<file path="src/rtl/adder_tree_acc.sv">
// adder_tree_acc: pipelined unsigned adder tree with valid/acc/last tagging,
// optional multi-beat accumulation with saturation, and a synchronous flush.
// Latency from in_valid to out_valid is LEVELS+1 cycles.
module adder_tree_acc #(
  parameter int NUM_IN = 32,
  parameter int IN_W   = 4,
  parameter int ACC_W  = 16
) (
  input  logic                   clk,
  input  logic                   rst_n,
  input  logic [NUM_IN*IN_W-1:0] in_data,
  input  logic                   in_valid,
  input  logic                   in_acc,
  input  logic                   in_last,
  input  logic                   clr,
  output logic [ACC_W-1:0]       out_sum,
  output logic                   out_valid,
  output logic                   out_ovf,
  output logic                   busy
);

  localparam int LEVELS = $clog2(NUM_IN);
  localparam int TREE_W = IN_W + LEVELS;

  // Saturating add: returns {overflow, clamped sum}.
  function automatic logic [ACC_W:0] sat_add(input logic [ACC_W-1:0] a,
                                             input logic [ACC_W-1:0] b);
    logic [ACC_W:0] s;
    s = {1'b0, a} + {1'b0, b};
    if (s[ACC_W]) begin
      sat_add = {1'b1, {ACC_W{1'b1}}};
    end else begin
      sat_add = s;
    end
  endfunction

  // ---------------------------------------------------------------------------
  // Reduction tree: stage s holds NUM_IN>>s sums of IN_W+s bits, adjacent
  // pairs of the previous stage added after zero-extension (no truncation).
  // ---------------------------------------------------------------------------
  for (genvar s = 1; s <= LEVELS; s++) begin : g_lvl
    localparam int N = NUM_IN >> s;
    localparam int W = IN_W + s;
    logic [N*W-1:0]       sum_r;
    logic [2*N*(W-1)-1:0] src_s;

    if (s == 1) begin : g_src
      assign src_s = in_data;
    end else begin : g_src
      assign src_s = g_lvl[s-1].sum_r;
    end

    // Stage register: pairwise sums of the previous level.
    always_ff @(posedge clk or negedge rst_n) begin
      if (!rst_n) begin
        sum_r <= '0;
      end else begin
        for (int j = 0; j < N; j++) begin
          sum_r[j*W +: W] <= {1'b0, src_s[(2*j)*(W-1) +: (W-1)]}
                           + {1'b0, src_s[(2*j+1)*(W-1) +: (W-1)]};
        end
      end
    end
  end

  // ---------------------------------------------------------------------------
  // Tags travel with the data; index i corresponds to tree stage i+1.
  // ---------------------------------------------------------------------------
  logic [LEVELS-1:0] valid_r;
  logic [LEVELS-1:0] acc_r;
  logic [LEVELS-1:0] last_r;

  // Tag shift register; a flush kills every beat in flight and the one
  // presented in the same cycle.
  always_ff @(posedge clk or negedge rst_n) begin
    if (!rst_n) begin
      valid_r <= '0;
      acc_r   <= '0;
      last_r  <= '0;
    end else if (clr) begin
      valid_r <= '0;
      acc_r   <= '0;
      last_r  <= '0;
    end else begin
      valid_r[0] <= in_valid;
      acc_r[0]   <= in_acc;
      last_r[0]  <= in_last;
      for (int i = 1; i < LEVELS; i++) begin
        valid_r[i] <= valid_r[i-1];
        acc_r[i]   <= acc_r[i-1];
        last_r[i]  <= last_r[i-1];
      end
    end
  end

  // ---------------------------------------------------------------------------
  // Output / accumulator stage.
  // ---------------------------------------------------------------------------
  logic [TREE_W-1:0] tree_s;
  logic [ACC_W-1:0]  tree_ext_s;
  logic [ACC_W:0]    acc_sum_s;
  logic              v_top_s;
  logic              a_top_s;
  logic              l_top_s;

  assign tree_s     = g_lvl[LEVELS].sum_r;
  assign tree_ext_s = ACC_W'(tree_s);
  assign v_top_s    = valid_r[LEVELS-1];
  assign a_top_s    = acc_r[LEVELS-1];
  assign l_top_s    = last_r[LEVELS-1];

  logic [ACC_W-1:0] acc_r_q;
  logic             open_r;
  logic             ovf_r;
  logic [ACC_W-1:0] out_sum_r;
  logic             out_valid_r;
  logic             out_ovf_r;

  logic [ACC_W-1:0] acc_n_s;
  logic             open_n_s;
  logic             ovf_n_s;
  logic [ACC_W-1:0] out_sum_n_s;
  logic             out_valid_n_s;
  logic             out_ovf_n_s;

  assign acc_sum_s = sat_add(acc_r_q, tree_ext_s);

  // Next-state for the accumulator and output registers. Bubbles (top valid
  // tag low) leave everything untouched so their data never reaches acc.
  always_comb begin
    acc_n_s       = acc_r_q;
    open_n_s      = open_r;
    ovf_n_s       = ovf_r;
    out_sum_n_s   = out_sum_r;
    out_valid_n_s = 1'b0;
    out_ovf_n_s   = out_ovf_r;
    if (clr) begin
      acc_n_s  = '0;
      open_n_s = 1'b0;
      ovf_n_s  = 1'b0;
    end else if (v_top_s) begin
      case ({a_top_s, l_top_s})
        2'b10: begin
          acc_n_s  = acc_sum_s[ACC_W-1:0];
          open_n_s = 1'b1;
          ovf_n_s  = ovf_r | acc_sum_s[ACC_W];
        end
        2'b11: begin
          out_sum_n_s   = acc_sum_s[ACC_W-1:0];
          out_valid_n_s = 1'b1;
          out_ovf_n_s   = ovf_r | acc_sum_s[ACC_W];
          acc_n_s       = '0;
          open_n_s      = 1'b0;
          ovf_n_s       = 1'b0;
        end
        default: begin
          // Plain beat: emitted directly, open group left intact.
          out_sum_n_s   = tree_ext_s;
          out_valid_n_s = 1'b1;
          out_ovf_n_s   = 1'b0;
        end
      endcase
    end else begin
      out_valid_n_s = 1'b0;
    end
  end

  // Accumulator, group state and registered outputs.
  always_ff @(posedge clk or negedge rst_n) begin
    if (!rst_n) begin
      acc_r_q     <= '0;
      open_r      <= 1'b0;
      ovf_r       <= 1'b0;
      out_sum_r   <= '0;
      out_valid_r <= 1'b0;
      out_ovf_r   <= 1'b0;
    end else begin
      acc_r_q     <= acc_n_s;
      open_r      <= open_n_s;
      ovf_r       <= ovf_n_s;
      out_sum_r   <= out_sum_n_s;
      out_valid_r <= out_valid_n_s;
      out_ovf_r   <= out_ovf_n_s;
    end
  end

  assign out_sum   = out_sum_r;
  assign out_valid = out_valid_r;
  assign out_ovf   = out_ovf_r;
  assign busy      = (|valid_r) | open_r;

endmodule

</file>
<file path="config.mk">
export PLATFORM = sky130hd
export DESIGN_NAME = adder_tree_acc
export DESIGN_NICKNAME = d
export VERILOG_FILES = /design/src/rtl/adder_tree_acc.sv
export SDC_FILE = /design/constraint.sdc
export NUM_CORES = 1
export LEC_CHECK = 0
export CAP_MARGIN = 30
export CORE_MARGIN = 5
export CORE_UTILIZATION = 40
export CTS_BUF_LIST = sky130_fd_sc_hd__clkbuf_16
export DETAILED_ROUTE_END_ITERATION = 10
export DONT_BUFFER_PORTS = 1
export PLACE_DENSITY = 0.59
export SLEW_MARGIN = 20
export SYNTH_ARGS = -nofsm -noshare
export SYNTH_HDL_FRONTEND = slang
export SYNTH_SLANG_ARGS = --single-unit
</file>
<file path="constraint.sdc">
create_clock -name clk -period 3.2 [get_ports clk]
set_input_delay 0.32 -clock clk [delete_from_list [all_inputs] [get_ports clk]]
set_output_delay 0.32 -clock clk [all_outputs]
set_load 0.05 [all_outputs]
</file>
==> results of run 1 <==
-- worst max-delay path by stage --
stage | end | cells after the start | slack [ps] | start
floorplan | out_sum[1]$_DFFE_PN0P_ | 9 | 910 | g_lvl[5].sum_r[0]$_DFF_PN0_
global placement | out_sum[7]$_DFFE_PN0P_ | 8 | 500 | g_lvl[5].sum_r[0]$_DFF_PN0_
detailed placement | out_sum[7]$_DFFE_PN0P_ | 8 | 490 | g_lvl[5].sum_r[0]$_DFF_PN0_
CTS | out_sum[7]$_DFFE_PN0P_ | 8 | 460 | g_lvl[5].sum_r[0]$_DFF_PN0_
global route | out_sum[7]$_DFFE_PN0P_ | 8 | 340 | g_lvl[5].sum_r[0]$_DFF_PN0_
finish | out_sum[7]$_DFFE_PN0P_ | 8 | 460 | g_lvl[5].sum_r[0]$_DFF_PN0_
-- flip-flops by register name (all words and copies together), names as in the netlist --
signal       flops
valid_r          5
ovf_r            1
last_r           5
out_sum         16
open_r           1
acc_r_q         16
g_lvl.sum_r    181
acc_r            5
out_ovf          1
out_valid        1
-- cells in the final DEF, fill, tap and decap left out, drive strengths merged, types with 9 or more instances in the layout --
| cell type | Yosys | final |
|---|---|---|
| a21o | 56 | 56 |
| nand2b | 28 | 28 |
| xor2 | 12 | 12 |
| dlygate4sd3 | 0 | 36 |
| dfrtp | 232 | 232 |
| a21oi | 76 | 76 |
| clkbuf | 8 | 27 |
| nand2 | 33 | 33 |
| o21bai | 10 | 10 |
| inv | 149 | 158 |
| fa | 32 | 32 |
| o21ai | 59 | 59 |
| xnor2 | 83 | 83 |
| nor2b | 46 | 46 |
| clkinv | 0 | 9 |
| nor2 | 21 | 21 |
| ha | 159 | 159 |
-- through the flow --
stage | utilization (%) | total power, µW
after floorplan | - | 7190
after global placement | 41.7 | 7880
after detailed placement | 41.7 | 7940
after CTS | 45.5 | 10800
after global routing | 45.5 | 11500
final | 45.5 | 10600
-- power by group --
group          internal [µW]  leakage, µW  switching [µW]  total, µW
clock                   1590     0.000413            1110       2700
combinational           1850      0.00373            1840       3690
sequential              3770      0.00283             428       4200
-- area by class of cell --
cell class,instances,area share (%)
Multi-Input combinational cell,672,41.9
Sequential cell,232,42.0
Clock inverter,19,0.761
Tap cell,396,3.59
Clock buffer,27,4.89
Inverter,149,4.05
Timing Repair Buffer,39,2.77
-- what timing repair did --
action | 4_1_cts | 5_1_grt
endpoints found under the hold margin | 264 | 232
gates resized for setup | 0 | 0
buffers inserted | 0 | 0
-- metal layers --
layer | part of all wire [%] | global-route usage [%]
met3 | 5.1 | 2.51
met2 | 47 | 20.5
met4 | 2.7 | 3.82
met5 | 0 | 0
met1 | 45 | 16.4
-- kinds of logic (layout without fill, tap and decap cells) --
kind of cell	Yosys count	in the layout	share of synthesized area [%]
flip-flops	232	232	47.6
AO/OA/AOI/OAI	230	230	11.9
adder cells (fa/ha/maj)	191	191	21.5
buffers and inverters	159	234	5.01
AND/OR/NAND/NOR	155	155	7.06
XOR/XNOR	95	95	6.82
multiplexers	1	1	0.0820
==> results by group, run 1 <==
Cells and area
  • Area grow syn2layout: 13.2%
  • Diode count: 0
  • Area of the multi-input gates: around 0.0058 mm²
  • Register area: roughly 0.0058 mm²
  • Nets: 1446
  • Final non-filler cell total: roughly 1500
  • Share of layout cells above drive strength 1: approximately 3.7%
  • Design Area, Final: approximately 0.014 mm²
  • Layout fillers: 2831

Worst setup path
  • Worst path bufs/invs: 0
  • Delay-heaviest family, CP: compound AO/OA/AOI/OAI gates
  • Critical Path Max Stage Delay: approximately 400 ps
  • Critical path type: flop to flop
  • Slowest stage cell, crit path: fa_1
  • Crit path capture type: flop
  • Critical path fanouts, max: 10
  • Reg2reg end: out_sum[7]$_DFFE_PN0P_
  • Worst R2R Path Depth: 8
  • CP cell instances: ha_1 -> fa_1 -> a21o_1 -> a221oi_4 -> o21ai_4 -> nand2b_1 -> o311ai_2 -> o221a_1
  • Crit path DAT: approximately 3100 ps
  • Crit path launch type: flop
  • Required time worst endpoint: 3590 ps
  • FF-to-FF setup slack: ~460 ps
  • RR Startpoint: g_lvl[5].sum_r[0]$_DFF_PN0_

Synth
  • Ranking of synthesized cells by area: dfrtp_1 48%, ha_1 16%, xnor2_1 6.0%
  • Count leader, synth: dfrtp_1
  • Post-synth cell types: 47
  • Syn avg cell area: 11.5 µm²
  • Sequential area share after synthesis: between 40 and 50%
  • Area leader, netlist: dfrtp_1
  • Primary FF master, synth: dfrtp_1
  • Post-synthesis cell area: between 0.01 and 0.015 mm²
  • Post-synthesis register bit count: 232
  • Most frequent cells after synthesis: 232 x dfrtp_1, 159 x ha_1, 149 x inv_1, 83 x xnor2_1, 76 x a21oi_1
  • Syn Nets: 1388
  • Mapped Cells: 1063
  • Ys async rst share: between 90% and 100%
  • Share of the synthesized area in the top cell type: between 40% and 50%
  • EDFF count, synth: 0
  • Yosys warns: 0

Route
  • Detailed Routing Iterations Pass 1: 4
  • DRC Markers: 0
  • Antenna viol nets, final: 0
  • Vias after detailed routing: a little over 7000
  • Initial DRC Count: 185
  • Via-per-instance ratio: 4.74
  • Avg WL per Cell: roughly 13 µm
  • Routed WL: 20500 µm

Status
  • Run status: finished, violations left
  • Violated checks: hold timing

STA
  • Max-slew headroom: around 63%
  • RSZ-0062 raised after global routing: false
  • Post-layout min period: 2740 ps
  • Worst Tran Pin Value: 560 ps
  • Min Hold Slack: -504 ps
  • Clock Skew: 20.5 ps
  • Setup ws final: about 460 ps
  • Post-route setup TNS: 0 ps
  • Final period util: between 80% and 90%
  • # setup viols final: 0
  • Final hold violations: 232
  • Slew Viols, Final: 0
  • Fmax: roughly 0.36 GHz

Job
  • Maximum capacitance violations: 0

Floorplan
  • Initial core utilization: 40.2%
  • CORE AREA: 0.0303 mm²
  • Std-Cell Rows: 64
  • Die Area: between 0.03 and 0.04 mm²
  • Die extent in y: between 150 and 200 µm
  • Die W: ~180 µm
  • IO Pins: between 150 and 200

Place
  • DPL Wire Length: between 10000 and 15000 µm
  • Placed inst area: approximately 0.013 mm²
  • Dpl cells: about 1500
  • Final GP Congestion: about 0.88
  • Dpl ws: 490 ps
  • IO buf count: 0

CTS
  • CTS tree: built
  • Root buffer selected by CTS: clkbuf_16
  • CTS Buf Count: 27
  • Hold buffer count at CTS: 36
  • Clk sink count: approximately 230
  • Clock buffer depth: 3
  • Latest clock arrival within the worst-skew pair: between 500 and 600 ps
  • # H-tree levels: 1
  • Clock Pin Slew Worst Setup and Hold Paths: approximately 60 ps

GRT
  • Largest net degree at the start of global routing: between 200 and 250
  • First-pass GRT wire length: around 35000 µm
  • Vias in the first global route: ~7700
  • Grt ovf: 0
  • Initial antenna violation count: 0
  • GRT Total Usage: 12.4%

Power
  • Leakage power: roughly 0.007 µW
  • Pwr dens: 766 mW/mm²
  • Peak supply drop: between 0.4 and 0.5 mV

Hold path
  • HP Class: input pin to async pin
Note: power is estimated with default switching activity, not from simulation.
==> inputs of run 2 (changes only) <==
CORE_MARGIN = not set   (was 5)
==> run 2 against run 1 <==
  * The flow still finishes with violations (hold timing)
  * Register-to-register slack barely moved
  * Cell count fell by 0.33%
  * Clock power fell by 3%
  * Routed wire length fell by 3.7%
  * Fmax rose by 0.55%
  * Critical path depth did not move
==> results by group, run 2 (synthesis results as in run 1) <==
Worst setup path
  • CP cell instances: ha_1 -> fa_1 -> a21o_1 -> a221oi_4 -> o21ai_4 -> nand2b_1 -> o311ai_2 -> o221a_1
  • Critical Path Max Stage Delay: approximately 400 ps
  • Critical path fanouts, max: 10
  • RR Startpoint: g_lvl[5].sum_r[0]$_DFF_PN0_
  • Crit path capture type: flop
  • Worst R2R Path Depth: 8
  • Slowest stage cell, crit path: fa_1
  • Crit path DAT: 3130 ps
  • Required time worst endpoint: 3600 ps
  • Critical path type: flop to flop
  • Reg2reg end: out_sum[7]$_DFFE_PN0P_
  • Delay-heaviest family, CP: compound AO/OA/AOI/OAI gates
  • Worst path bufs/invs: 0
  • CP startpoint: g_lvl[5].sum_r[0]$_DFF_PN0_
  • FF-to-FF setup slack: 470 ps
  • Crit path launch type: flop

Route
  • Antenna viol nets, final: 0
  • Initial DRC Count: ~350
  • Via-per-instance ratio: ~4.7
  • DRC Markers: 0
  • Vias after detailed routing: around 7200
  • Detailed Routing Iterations Pass 1: 5
  • Routed WL: roughly 20000 µm
  • Avg WL per Cell: about 13 µm

CTS
  • Post-CTS Setup Inserts: 0
  • # H-tree levels: 1
  • Resized cells post-CTS: 0
  • CTS Buf Count: 27
  • CTS tree: built
  • Clk sink count: roughly 230
  • Clock Pin Slew Worst Setup and Hold Paths: 60 ps
  • Hold buffer count at CTS: 36
  • Clock buffer depth: 3
  • Root buffer selected by CTS: clkbuf_16
  • Latest clock arrival within the worst-skew pair: around 520 ps

Floorplan
  • Std-Cell Rows: 63
  • CORE AREA: 0.0298 mm²
  • Die W: 177 µm
  • IO Pins: between 150 and 200
  • Die extent in y: about 180 µm
  • Initial core utilization: roughly two fifths
  • Die Area: between 0.03 and 0.04 mm²

GRT
  • Vias in the first global route: around 7400
  • Grt ovf: 0
  • Initial antenna violation count: 0
  • Largest net degree at the start of global routing: between 200 and 250
  • GRT Total Usage: a little over an eighth
  • First-pass GRT wire length: 34100 µm

STA
  • Post-layout min period: 2730 ps
  • # setup viols final: 0
  • Worst Tran Pin Value: 570 ps
  • Clock Skew: about 6.6 ps
  • Max-slew headroom: between 60% and 70%
  • Min Hold Slack: -500 ps
  • Post-route setup TNS: 0 ps
  • Fmax: around 0.37 GHz
  • Slew Viols, Final: 0
  • Final period util: between 80% and 90%
  • RSZ-0062 raised after global routing: false
  • Final hold violations: 232

Power
  • Psw: 3390 µW
  • Int Power: about 7100 µW
  • Leakage power: ~0.007 µW
  • Reg power frac: 40.0%
  • Clock power share: 24.9%
  • Switch share: ~32%
  • Comb pwr share: a little over a third
  • Pwr dens: roughly 760 mW/mm²
  • Peak supply drop: 0.420 mV

Place
  • Final GP Congestion: 0.863
  • IO buf count: 0
  • DPL Wire Length: around 14000 µm

Cells and area
  • Layout fillers: roughly 2800
  • Finished Core Util: between 40% and 50%
  • Diode count: 0
  • Most frequent cells in the layout: 232 x dfrtp_1, 160 x inv_1, 159 x ha_1
  • Flip-flop count of the largest register after layout: 181
  • Share of layout cells above drive strength 1: 3.60%
  • Nets: around 1400
  • Area grow syn2layout: 12.9%
  • Commonest non-fill, non-tap cell in the layout: dfrtp_1
  • Biggest register: g_lvl.sum_r

Status
  • Violated checks: hold timing
  • Run status: finished, violations left

Job
  • Maximum capacitance violations: 0

Hold path
  • HP Class: input pin to async pin
==> run 2: changes by cell type in the layout (fill, tap and decap cells not counted), sizes merged <==
cell / delta
bufinv: -1
inv: +2
==> run 2: layout make-up <==
| cell class | instances | area, µm² | area share (%) |
|---|---|---|---|
| inverters | 149 | 559 | 4.06 |
| multi-input cells | 672 | 5790 | 42.0 |
| well taps | 390 | 488 | 3.54 |
| repair buffers | 39 | 383 | 2.78 |
| clock inverters | 20 | 78.8 | 0.572 |
| clock buffers | 27 | 676 | 4.90 |
| flip-flops and latches | 232 | 5810 | 42.1 |
==> run 2: per-layer routing <==
layer | routed length, µm | GRT usage (%) | part of all wire (%)
met5 | 0 | 0 | 0
met4 | 436 | 3.48 | 2.2
met3 | 985 | 2.49 | 5.0
met2 | 9380 | 22.0 | 47
met1 | 8950 | 17.7 | 45
==> run 2: power by group through the flow <==
stage               clock network (µW)  logic [µW]  registers (µW)
finish                            2620        3700            4200
global route                      2860        4280            4280
CTS                               2720        3780            4220
detailed placement                   0        3690            4260
global placement                     0        3630            4250
floorplan                            0        3070            4110
==> run 2: how the worst max path moves through the flow <==
stage / end / cells past startpoint / slack (ps)
floorplan: out_sum[1]$_DFFE_PN0P_ / 9 / 910
global placement: out_sum[7]$_DFFE_PN0P_ / 8 / 490
detailed placement: out_sum[7]$_DFFE_PN0P_ / 8 / 470
CTS: out_sum[7]$_DFFE_PN0P_ / 8 / 470
global route: out_sum[7]$_DFFE_PN0P_ / 8 / 290
finish: out_sum[7]$_DFFE_PN0P_ / 8 / 470
==> run 2: metrics by stage <==
stage	cells	setup WS [ps]	hold slack (ps)	instance area [µm²]	power, µW
2_1_floorplan	1063	910	24.4	12200	7190
3_3_place_gp	1445	491	33.9	12700	7880
3_5_place_dp	1445	470	33.2	12700	7950
4_1_cts	1528	468	-521	13800	10700
5_1_grt	1529	291	-525	13800	11400
6_report	1529	471	-500	13800	10500
==> inputs of run 3 (changes only) <==
CORE_UTILIZATION = 45   (was 40)
CTS_BUF_LIST = sky130_fd_sc_hd__clkbuf_4 sky130_fd_sc_hd__clkbuf_8   (was sky130_fd_sc_hd__clkbuf_16)
PLACE_DENSITY = 0.65   (was 0.59)
==> run 3 against run 2 <==
  * The run still ends with hold timing left
  * Cell area rose by 0.76%
  * Largest cell class unchanged
  * Clock power rose by 7%
  * Core utilization increased by 6.4 points
  * Cell count is 1.6% lower
==> results by group, run 3 (synthesis results as in run 1) <==
Route
  • Initial DRC Count: 310
  • Vias after detailed routing: between 7000 and 8000
  • Routed WL: between 15000 and 20000 µm
  • Antenna viol nets, final: 0
  • Detailed Routing Iterations Pass 1: 4
  • DRC Markers: 0
  • Via-per-instance ratio: ~4.9
  • Avg WL per Cell: approximately 13 µm

Worst setup path
  • RR Startpoint: g_lvl[5].sum_r[0]$_DFF_PN0_
  • Crit path capture type: flop
  • Required time worst endpoint: ~3600 ps
  • Critical path type: flop to flop
  • CP startpoint: g_lvl[5].sum_r[0]$_DFF_PN0_
  • Delay-heaviest family, CP: compound AO/OA/AOI/OAI gates
  • CP cell instances: ha_1 -> fa_1 -> a21o_1 -> a221oi_4 -> o21ai_4 -> nand2b_1 -> o311ai_2 -> o221a_1
  • Crit path launch type: flop
  • Worst path bufs/invs: 0
  • Critical Path Max Stage Delay: 410 ps
  • Crit path DAT: 3120 ps
  • Slowest stage cell, crit path: fa_1
  • Critical path fanouts, max: 10

STA
  • Post-route setup TNS: 0 ps
  • Final hold violations: roughly 230
  • Max-slew headroom: a little over a third
  • Slew Viols, Final: 0
  • RSZ-0062 raised after global routing: false
  • Worst Tran Pin Value: just under 1000 ps
  • Setup ws final: slightly below 500 ps
  • Final period util: between 80% and 90%
  • Fmax: roughly 0.37 GHz
  • Clock Skew: about 9.8 ps
  • Min Hold Slack: -507 ps
  • # setup viols final: 0
  • Post-layout min period: 2720 ps

Cells and area
  • Area of the multi-input gates: 0.00579 mm²
  • Design Area, Final: ~0.014 mm²
  • Share of layout cells above drive strength 1: between 7 and 8%
  • Flip-flop count of the largest register after layout: approximately 180
  • Layout fillers: around 2300
  • Register area: 0.00581 mm²
  • Diode count: 0
  • Biggest register: g_lvl.sum_r
  • Finished Core Util: a little over half
  • Area grow syn2layout: 13.7%
  • Commonest non-fill, non-tap cell in the layout: dfrtp_1
  • Most frequent cells in the layout: 232 x dfrtp_1, 159 x ha_1, 149 x inv_1
  • Nets: ~1500

GRT
  • Largest net degree at the start of global routing: 233
  • First-pass GRT wire length: 34500 µm
  • GRT Total Usage: around 15%
  • Vias in the first global route: roughly 7700
  • Grt ovf: 0
  • Initial antenna violation count: 0

Floorplan
  • Die W: 167 µm
  • Initial core utilization: a little under half
  • IO Pins: between 150 and 200
  • CORE AREA: 0.0264 mm²
  • Std-Cell Rows: ~60
  • Die extent in y: 167 µm
  • Die Area: roughly 0.028 mm²

Status
  • Run status: finished, violations left
  • Violated checks: hold timing

Place
  • Dpl ws: 508 ps
  • IO buf count: 0
  • Placed inst area: 0.0126 mm²
  • DPL Wire Length: roughly 14000 µm
  • Final GP Congestion: between 0.8 and 0.9

CTS
  • Root buffer selected by CTS: clkbuf_8
  • Resized cells post-CTS: 0
  • Clock buffer depth: 3
  • # H-tree levels: 2
  • Clk sink count: around 230
  • Hold buffer count at CTS: 42
  • CTS Buf Count: 41
  • CTS tree: built
  • Post-CTS Setup Inserts: 0
  • Clock Pin Slew Worst Setup and Hold Paths: approximately 60 ps
  • Latest clock arrival within the worst-skew pair: 520 ps

Job
  • Maximum capacitance violations: 0

Power
  • Pwr dens: ~770 mW/mm²
  • Peak supply drop: between 0.2 and 0.3 mV
  • Leakage power: 0.00705 µW

Hold path
  • HP Class: input pin to async pin
run 3: final timing paths:
check | to | slack, ps | cells past startpoint
min in group clk | g_lvl[1].sum_r[14]$_DFF_PN0_ | 40 | 2
max | out_sum[7]$_DFFE_PN0P_ | 480 | 8
max reg2reg | out_sum[7]$_DFFE_PN0P_ | 480 | 8
min reg2reg | acc_r[4]$_DFF_PN0_ | 460 | 1
max in group asynchronous | g_lvl[2].sum_r[42]$_DFF_PN0_ | 3270 | 0
min | acc_r_q[13]$_DFFE_PN0P_ | -510 | 0
run 3: area by class of cell:
type | instances | share of cell area, %
clock inverter | 5 | 0.198
timing repair buffer | 44 | 3.14
clock buffer | 68 | 6.11
inverter | 149 | 4.03
tap | 335 | 3.02
sequential | 232 | 41.8
multi-input combinational | 672 | 41.7
run 3: routing by layer:
metal / GRT usage [%] / vias to the layer above / wire length, µm
met1: 19.5 / 3511 / 9040
met3: 2.85 / 41 / 925
li1: - / 3693 / -
met4: 5.27 / 0 / 474
met5: 0 / - / 0
met2: 25.2 / 158 / 9290
run 3: metrics by stage:
| stage | cells | total power, µW |
|---|---|---|
| 3_3_place_gp | 1390 | 7850 |
| 5_1_grt | 1505 | 11600 |
| 2_1_floorplan | 1063 | 7190 |
| 3_5_place_dp | 1390 | 7930 |
| 6_report | 1505 | 10700 |
| 4_1_cts | 1505 | 10900 |
run 3: power breakdown:
part / leakage [µW] / switching [µW] / total (µW) / internal [µW]
registers: 0.00283 / 418 / 4190 / 3770
logic: 0.00375 / 1840 / 3700 / 1860
clock network: 0.000468 / 1140 / 2800 / 1670
run 3: worst register-to-register path, cell delays in order, from the launching register on:
cell and delay, ps:
dfrtp_1 370, ha_1 230, fa_1 410, a21o_1 240
a221oi_4 340, o21ai_4 150, nand2b_1 400, o311ai_2 210
o221a_1 260
